$ cat config.mk
export PLATFORM = sky130hd
export DESIGN_NAME = nx_indirect_access_initiator
export DESIGN_NICKNAME = d
export VERILOG_FILES = /design/src/rtl/nx_indirect_access_initiator.sv
export SDC_FILE = /design/constraint.sdc
export NUM_CORES = 1
export LEC_CHECK = 0
export ABC_CLOCK_PERIOD_IN_PS = 4300
export CORE_MARGIN = 10
export CORE_UTILIZATION = 36
export DETAILED_ROUTE_END_ITERATION = 16
export GPL_TIMING_DRIVEN = 0
export PLACE_DENSITY = 0.7
export SLEW_MARGIN = 10
export SYNTH_ARGS = -nofsm -noshare
export SYNTH_HDL_FRONTEND = slang
export SYNTH_SLANG_ARGS = --single-unit
$ cat constraint.sdc
create_clock -name clk -period 4.3 [get_ports clk]
set_input_delay 0.43 -clock clk [delete_from_list [all_inputs] [get_ports clk]]
set_output_delay 0.43 -clock clk [all_outputs]
set_load 0.005 [all_outputs]
$ cat src/rtl/nx_indirect_access_initiator.sv
// Host-side sequencer for an nx_*_indirect_access target: writes data then command,
// polls status out of BUSY, and returns a status/read-data response.
module nx_indirect_access_initiator #(
    parameter int unsigned N_REG_ADDR_BITS = 16,
    parameter int unsigned N_DATA_BITS     = 32,
    parameter int unsigned N_ENTRIES       = 1024,
    parameter int unsigned CMND_ADDRESS    = 0,
    parameter int unsigned DATA_ADDRESS    = 4,
    parameter int unsigned N_TIMEOUT_BITS  = 10,
    localparam int unsigned AW = (N_ENTRIES > 1) ? $clog2(N_ENTRIES) : 1
) (
    input  logic                       clk,
    input  logic                       rst_n,
    input  logic                       req_valid,
    output logic                       req_ready,
    input  logic [3:0]                 req_op,
    input  logic [AW-1:0]              req_addr,
    input  logic [N_DATA_BITS-1:0]     req_wdat,
    output logic                       rsp_valid,
    input  logic                       rsp_ready,
    output logic [2:0]                 rsp_status,
    output logic [N_DATA_BITS-1:0]     rsp_rdat,
    output logic [N_REG_ADDR_BITS-1:0] reg_addr,
    output logic                       wr_stb,
    output logic [N_DATA_BITS-1:0]     wr_dat,
    output logic [3:0]                 cmnd_op,
    output logic [AW-1:0]              cmnd_addr,
    input  logic [2:0]                 stat_code,
    input  logic [N_DATA_BITS-1:0]     rd_dat
);

    localparam logic [2:0] ST_IDLE  = 3'd0;
    localparam logic [2:0] ST_WDATA = 3'd1;
    localparam logic [2:0] ST_CMND  = 3'd2;
    localparam logic [2:0] ST_GUARD = 3'd3;
    localparam logic [2:0] ST_WAIT  = 3'd4;
    localparam logic [2:0] ST_RESP  = 3'd5;

    localparam logic [3:0] OP_NOP      = 4'd0;
    localparam logic [3:0] OP_READ     = 4'd1;
    localparam logic [3:0] OP_WRITE    = 4'd2;
    localparam logic [3:0] OP_INIT     = 4'd3;
    localparam logic [3:0] OP_INIT_INC = 4'd4;

    localparam logic [2:0] STAT_OK      = 3'd0;
    localparam logic [2:0] STAT_BUSY    = 3'd1;
    localparam logic [2:0] STAT_ILLEGAL = 3'd6;
    localparam logic [2:0] STAT_TIMEOUT = 3'd7;

    localparam logic [N_REG_ADDR_BITS-1:0] CMND_REG = N_REG_ADDR_BITS'(CMND_ADDRESS);
    localparam logic [N_REG_ADDR_BITS-1:0] DATA_REG = N_REG_ADDR_BITS'(DATA_ADDRESS);

    logic [2:0]                 state_q, state_d;
    logic [3:0]                 op_q, op_d;
    logic [AW-1:0]              addr_q, addr_d;
    logic [N_TIMEOUT_BITS-1:0]  timer_q, timer_d;
    logic [2:0]                 status_q, status_d;
    logic [N_DATA_BITS-1:0]     rdat_q, rdat_d;
    logic                       wr_stb_q, wr_stb_d;
    logic [N_REG_ADDR_BITS-1:0] reg_addr_q, reg_addr_d;
    logic [N_DATA_BITS-1:0]     wr_dat_q, wr_dat_d;
    logic [3:0]                 cmnd_op_q, cmnd_op_d;
    logic [AW-1:0]              cmnd_addr_q, cmnd_addr_d;

    logic                       cmnd_load;
    logic [3:0]                 cmnd_src_op;
    logic [AW-1:0]              cmnd_src_addr;
    logic [N_DATA_BITS-1:0]     cmnd_word;
    logic [N_TIMEOUT_BITS-1:0]  timer_inc;

    assign timer_inc = timer_q + 1'b1;

    always_comb begin
        cmnd_word                   = '0;
        cmnd_word[AW-1:0]           = cmnd_src_addr;
        cmnd_word[AW +: 4]          = cmnd_src_op;
    end

    always_comb begin
        state_d       = state_q;
        op_d          = op_q;
        addr_d        = addr_q;
        timer_d       = timer_q;
        status_d      = status_q;
        rdat_d        = rdat_q;
        wr_stb_d      = 1'b0;
        reg_addr_d    = reg_addr_q;
        wr_dat_d      = wr_dat_q;
        cmnd_op_d     = cmnd_op_q;
        cmnd_addr_d   = cmnd_addr_q;
        cmnd_load     = 1'b0;
        cmnd_src_op   = op_q;
        cmnd_src_addr = addr_q;

        // Strobe outputs are registered on entry so they are valid in WDATA/CMND itself.
        case (state_q)
            ST_IDLE: begin
                if (req_valid) begin
                    op_d   = req_op;
                    addr_d = req_addr;
                    case (req_op)
                        OP_NOP: begin
                            status_d = STAT_OK;
                            rdat_d   = '0;
                            state_d  = ST_RESP;
                        end
                        OP_READ: begin
                            cmnd_load     = 1'b1;
                            cmnd_src_op   = req_op;
                            cmnd_src_addr = req_addr;
                            state_d       = ST_CMND;
                        end
                        OP_WRITE, OP_INIT, OP_INIT_INC: begin
                            wr_stb_d   = 1'b1;
                            reg_addr_d = DATA_REG;
                            wr_dat_d   = req_wdat;
                            state_d    = ST_WDATA;
                        end
                        default: begin
                            status_d = STAT_ILLEGAL;
                            rdat_d   = '0;
                            state_d  = ST_RESP;
                        end
                    endcase
                end
            end
            ST_WDATA: begin
                cmnd_load = 1'b1;
                state_d   = ST_CMND;
            end
            ST_CMND: begin
                timer_d = '0;
                state_d = ST_GUARD;
            end
            ST_GUARD: begin
                state_d = ST_WAIT;
            end
            ST_WAIT: begin
                timer_d = timer_inc;
                if (stat_code != STAT_BUSY) begin
                    status_d = stat_code;
                    rdat_d   = (op_q == OP_READ && stat_code == STAT_OK) ? rd_dat : '0;
                    state_d  = ST_RESP;
                end else if (&timer_inc) begin
                    status_d = STAT_TIMEOUT;
                    rdat_d   = '0;
                    state_d  = ST_RESP;
                end
            end
            ST_RESP: begin
                if (rsp_ready) begin
                    state_d = ST_IDLE;
                end
            end
            default: begin
                state_d = ST_IDLE;
            end
        endcase

        if (cmnd_load) begin
            wr_stb_d    = 1'b1;
            reg_addr_d  = CMND_REG;
            cmnd_op_d   = cmnd_src_op;
            cmnd_addr_d = cmnd_src_addr;
            wr_dat_d    = cmnd_word;
        end
    end

    always_ff @(posedge clk or negedge rst_n) begin
        if (!rst_n) begin
            state_q     <= ST_IDLE;
            op_q        <= '0;
            addr_q      <= '0;
            timer_q     <= '0;
            status_q    <= '0;
            rdat_q      <= '0;
            wr_stb_q    <= 1'b0;
            reg_addr_q  <= '0;
            wr_dat_q    <= '0;
            cmnd_op_q   <= '0;
            cmnd_addr_q <= '0;
        end else begin
            state_q     <= state_d;
            op_q        <= op_d;
            addr_q      <= addr_d;
            timer_q     <= timer_d;
            status_q    <= status_d;
            rdat_q      <= rdat_d;
            wr_stb_q    <= wr_stb_d;
            reg_addr_q  <= reg_addr_d;
            wr_dat_q    <= wr_dat_d;
            cmnd_op_q   <= cmnd_op_d;
            cmnd_addr_q <= cmnd_addr_d;
        end
    end

    assign req_ready  = (state_q == ST_IDLE);
    assign rsp_valid  = (state_q == ST_RESP);
    // Response fields are only loaded on entry to RESP, so they stay stable while stalled.
    assign rsp_status = (state_q == ST_RESP) ? status_q : '0;
    assign rsp_rdat   = (state_q == ST_RESP) ? rdat_q : '0;
    assign wr_stb     = wr_stb_q;
    assign reg_addr   = reg_addr_q;
    assign wr_dat     = wr_dat_q;
    assign cmnd_op    = cmnd_op_q;
    assign cmnd_addr  = cmnd_addr_q;

endmodule

==> impl_metrics.csv <==
group,metric,value,unit
run_status,status,"finished clean",
synth,yosys-top-cells-area,"dfrtp_1 56%, a22o_1 9.4%, and2_1 4.7%",
setup_path,worstRegToRegCells,8,
finish,antenna_cells,0,
job,cap_violations,0,
placed_design,dp_hpwl,11.1,mm
setup_path,r2r_end,"rdat_q[31]$_DFFE_PN0P_",
clocking,cts_root_buffer,"clkbuf_16",
clocking,clk_path_buf_depth,2,
worst_hold_path,min_path_type,"reg2reg",
finish,utilization,54.0,%
worst_hold_path,min_from,"cmnd_addr[1]$_DFFE_PN0P_",
clocking,ctsHoldBuffers,1,
finish,nNetsFinal,701,
setup_path,max_stage_delay,0.52,ns
clocking,clkTransAtPathRegs,0.07,ns
synth,syn_area,4920,µm²
timing,min_period,3.18,ns
timing,hold_ws,0.480,ns
setup_path,worstPathArrival,2.75,ns
finish,synthToLayoutAreaGrowth,46.5,%
worst_hold_path,holdPathEnd,"cmnd_addr[1]$_DFFE_PN0P_",
setup_path,cp-startpoint,"state_q[0]$_DFFE_PN0P_",
clocking,postCtsSetupBuffers,0,
timing,max_slew.worst_pin.slew,0.628,ns
setup_path,r2r_setup_slack,1.84,ns
routing,via_per_inst,4.99,
setup_path,cp-end-kind,"output port",
setup_path,r2r-start,"timer_q[0]$_DFFE_PN0P_",
placed_design,placed_area,6920,µm²
synth,yosysSeqAreaShare,55.9,%
routing,drt_first_pass_iters,4,
power_and_ir_drop,power_per_cell_area,523,nW/µm²
routing,routed_wl,14.4,mm
synth,synth_top_cell_by_area,"dfrtp_1",
clocking,cts.htree.levels,3,
setup_path,crit_path_start_kind,"flip-flop",
finish,design_area,7210,µm²
power_and_ir_drop,report.power.total,3.78,mW
grt,grt_overflow_total,0,
grt,first_global_vias,4147,
routing,wl_per_cell,18.1,µm
setup_path,cp_max_fo,10,
clocking,clock_latency,0.35,ns
grt,groute.usage.overall,15.1,%
die,dieArea,18800,µm²
timing,finalHoldViolations,0,
routing,vias,3969,
synth,yosys.cell_types.count,44,
placed_design,gp_congestion,0.823,
timing,grt_setup_unrepaired,"no",
synth,async_flop_share,100,%
timing,slew_viol_final,0,
synth,avgSynthCellArea,11.8,µm²
grt,grt_start_max_net_pins,77,
synth,synth-seq-cells,110,
finish,nFillCells,1154,
die,die_w,137,µm
synth,synth_most_common_cell,"dfrtp_1",
routing,drt-initial-drc-count,201,
finish,multi_input_area,1950,µm²
worst_hold_path,min_delay_path_depth,1,
clocking,ctsResizeCount,0,
grt,grt_pass1_wl,22.4,mm
clocking,cts_sinks,110,
timing,relSlewSlack,58.0,%
setup_path,critPathKind,"reg2out",
die,initial_core_util,36.9,%
setup_path,worstPathCellList,"clkbuf_1, nand2b_1, nor2_1, clkbuf_1, and2_1, clkdlybuf4s50_1",
routing,ant_nets,0,
timing,fin_worst_skew,0.0102,ns
timing,clock.fmax,315,MHz
synth,synth_cells,418,
routing,drc,0,
placed_design,port_buffers,169,
power_and_ir_drop,leakage,3.30,nW
timing,setup_viol,0,
die,rows,42,
setup_path,cpMostUsedCell,"clkbuf_1",
power_and_ir_drop,irDropWorstVdd,0.330,mV
synth,yosysWarningCount,0,
setup_path,cp.required,3.87,ns
clocking,cts_tree,"built",
synth,synthTopCellsByCount,"110 x dfrtp_1, 53 x a22o_1, 37 x and2_1",
clocking,cts_made_buffers,9,
die,die_y,137,µm
finish,area.sequential,2750,µm²
grt,antenna_found_initial,0,
die,core_area,13300,µm²
die,io_pins,185,
synth,synth_edf_count,0,
setup_path,cp_slowest_cell,"clkdlybuf4s50_1",
timing,post-route-period-util,73.9,%
synth,synthFlopType,"dfrtp_1",
synth,netlist.area_leader.share,55.9,%
finish,drive_gt1_share,10.2,%
==> per-stage QoR <==
stage | instances | setup slack [ns] | setup TNS [ns]
final | 795 | 1.12 | 0
after global routing | 795 | 0.899 | 0
after global placement | 777 | -1.38 | -151.15
after detailed placement | 778 | 1.45 | 0
after floorplan | 432 | 2.17 | 0
after CTS | 795 | 1.06 | 0
==> power by group <==
part           leakage, nW  internal (mW)  switching [mW]  total [mW]
sequential            1.44           1.32           0.175        1.50
clock                0.146          0.425           0.371       0.796
combinational         1.71          0.801           0.680        1.48
total                 3.30           2.55            1.23        3.78
==> logic make-up (layout without fill, tap and decap cells) <==
kind of cell               after synthesis  count (layout)  share of synthesized area, %
AOI/OAI and AO/OA                      114             114                          18.3
xor gates and xnor gates                 7               7                          1.24
adders and majority gates                2               2                         0.508
buffers and inverters                   51             238                          5.61
DFF                                    110             110                          55.9
muxes                                   27              27                          5.92
other                                    1              15                        0.0761
and+or+nand+nor                        106             106                          12.4
==> worst max path at each step <==
stage / cells past startpoint / endpoint
finish: 6 / rsp_rdat[27]
global route: 6 / rsp_rdat[24]
CTS: 6 / rsp_rdat[27]
detailed placement: 6 / rsp_rdat[27]
global placement: 1 / rdat_q[13]$_DFFE_PN0P_
floorplan: 8 / rdat_q[10]$_DFFE_PN0P_
==> layout by cell type (no fill, tap or decap), drive strengths merged, types with 11 or more instances in the layout <==
cell type        n
clkbuf          32
dfrtp          110
mux2            17
buf             23
a22o            53
o21ai           20
a21o            12
nor2            21
clkdlybuf4s50  168
and2            37
a221o           11
conb            15
==> layout make-up <==
cell class | instances | share of cell area (%)
Buffer | 42 | 3.37
Clock buffer | 11 | 3.50
Clock inverter | 5 | 0.451
Inverter | 9 | 0.468
Multi-Input combinational cell | 271 | 27.0
Sequential cell | 110 | 38.2
Tap cell | 176 | 3.05
Timing Repair Buffer | 171 | 24.0
==> registers in the layout, summed over array words and instances (netlist names) <==
signal     cells
addr_q        10
cmnd_addr     10
cmnd_op        4
op_q           4
rdat_q        32
reg_addr       1
state_q        3
status_q       3
timer_q       10
wr_dat        32
wr_stb         1
==> metal layers <==
layer	share of wire (%)	wire length, µm	GRT usage [%]
met1	40	5810	17.7
met3	11	1600	7.22
met5	0	0	0
met2	47	6750	24.0
met4	1.6	229	4.74
==> worst max-delay path, delay by kind of cell, from the launching register on <==
family,cells,cell delay [ns]
AND/OR/NAND/NOR,3,0.83
buffers and inverters,3,1.18
flip-flops,1,0.39
(Power assumes the default switching activity.)
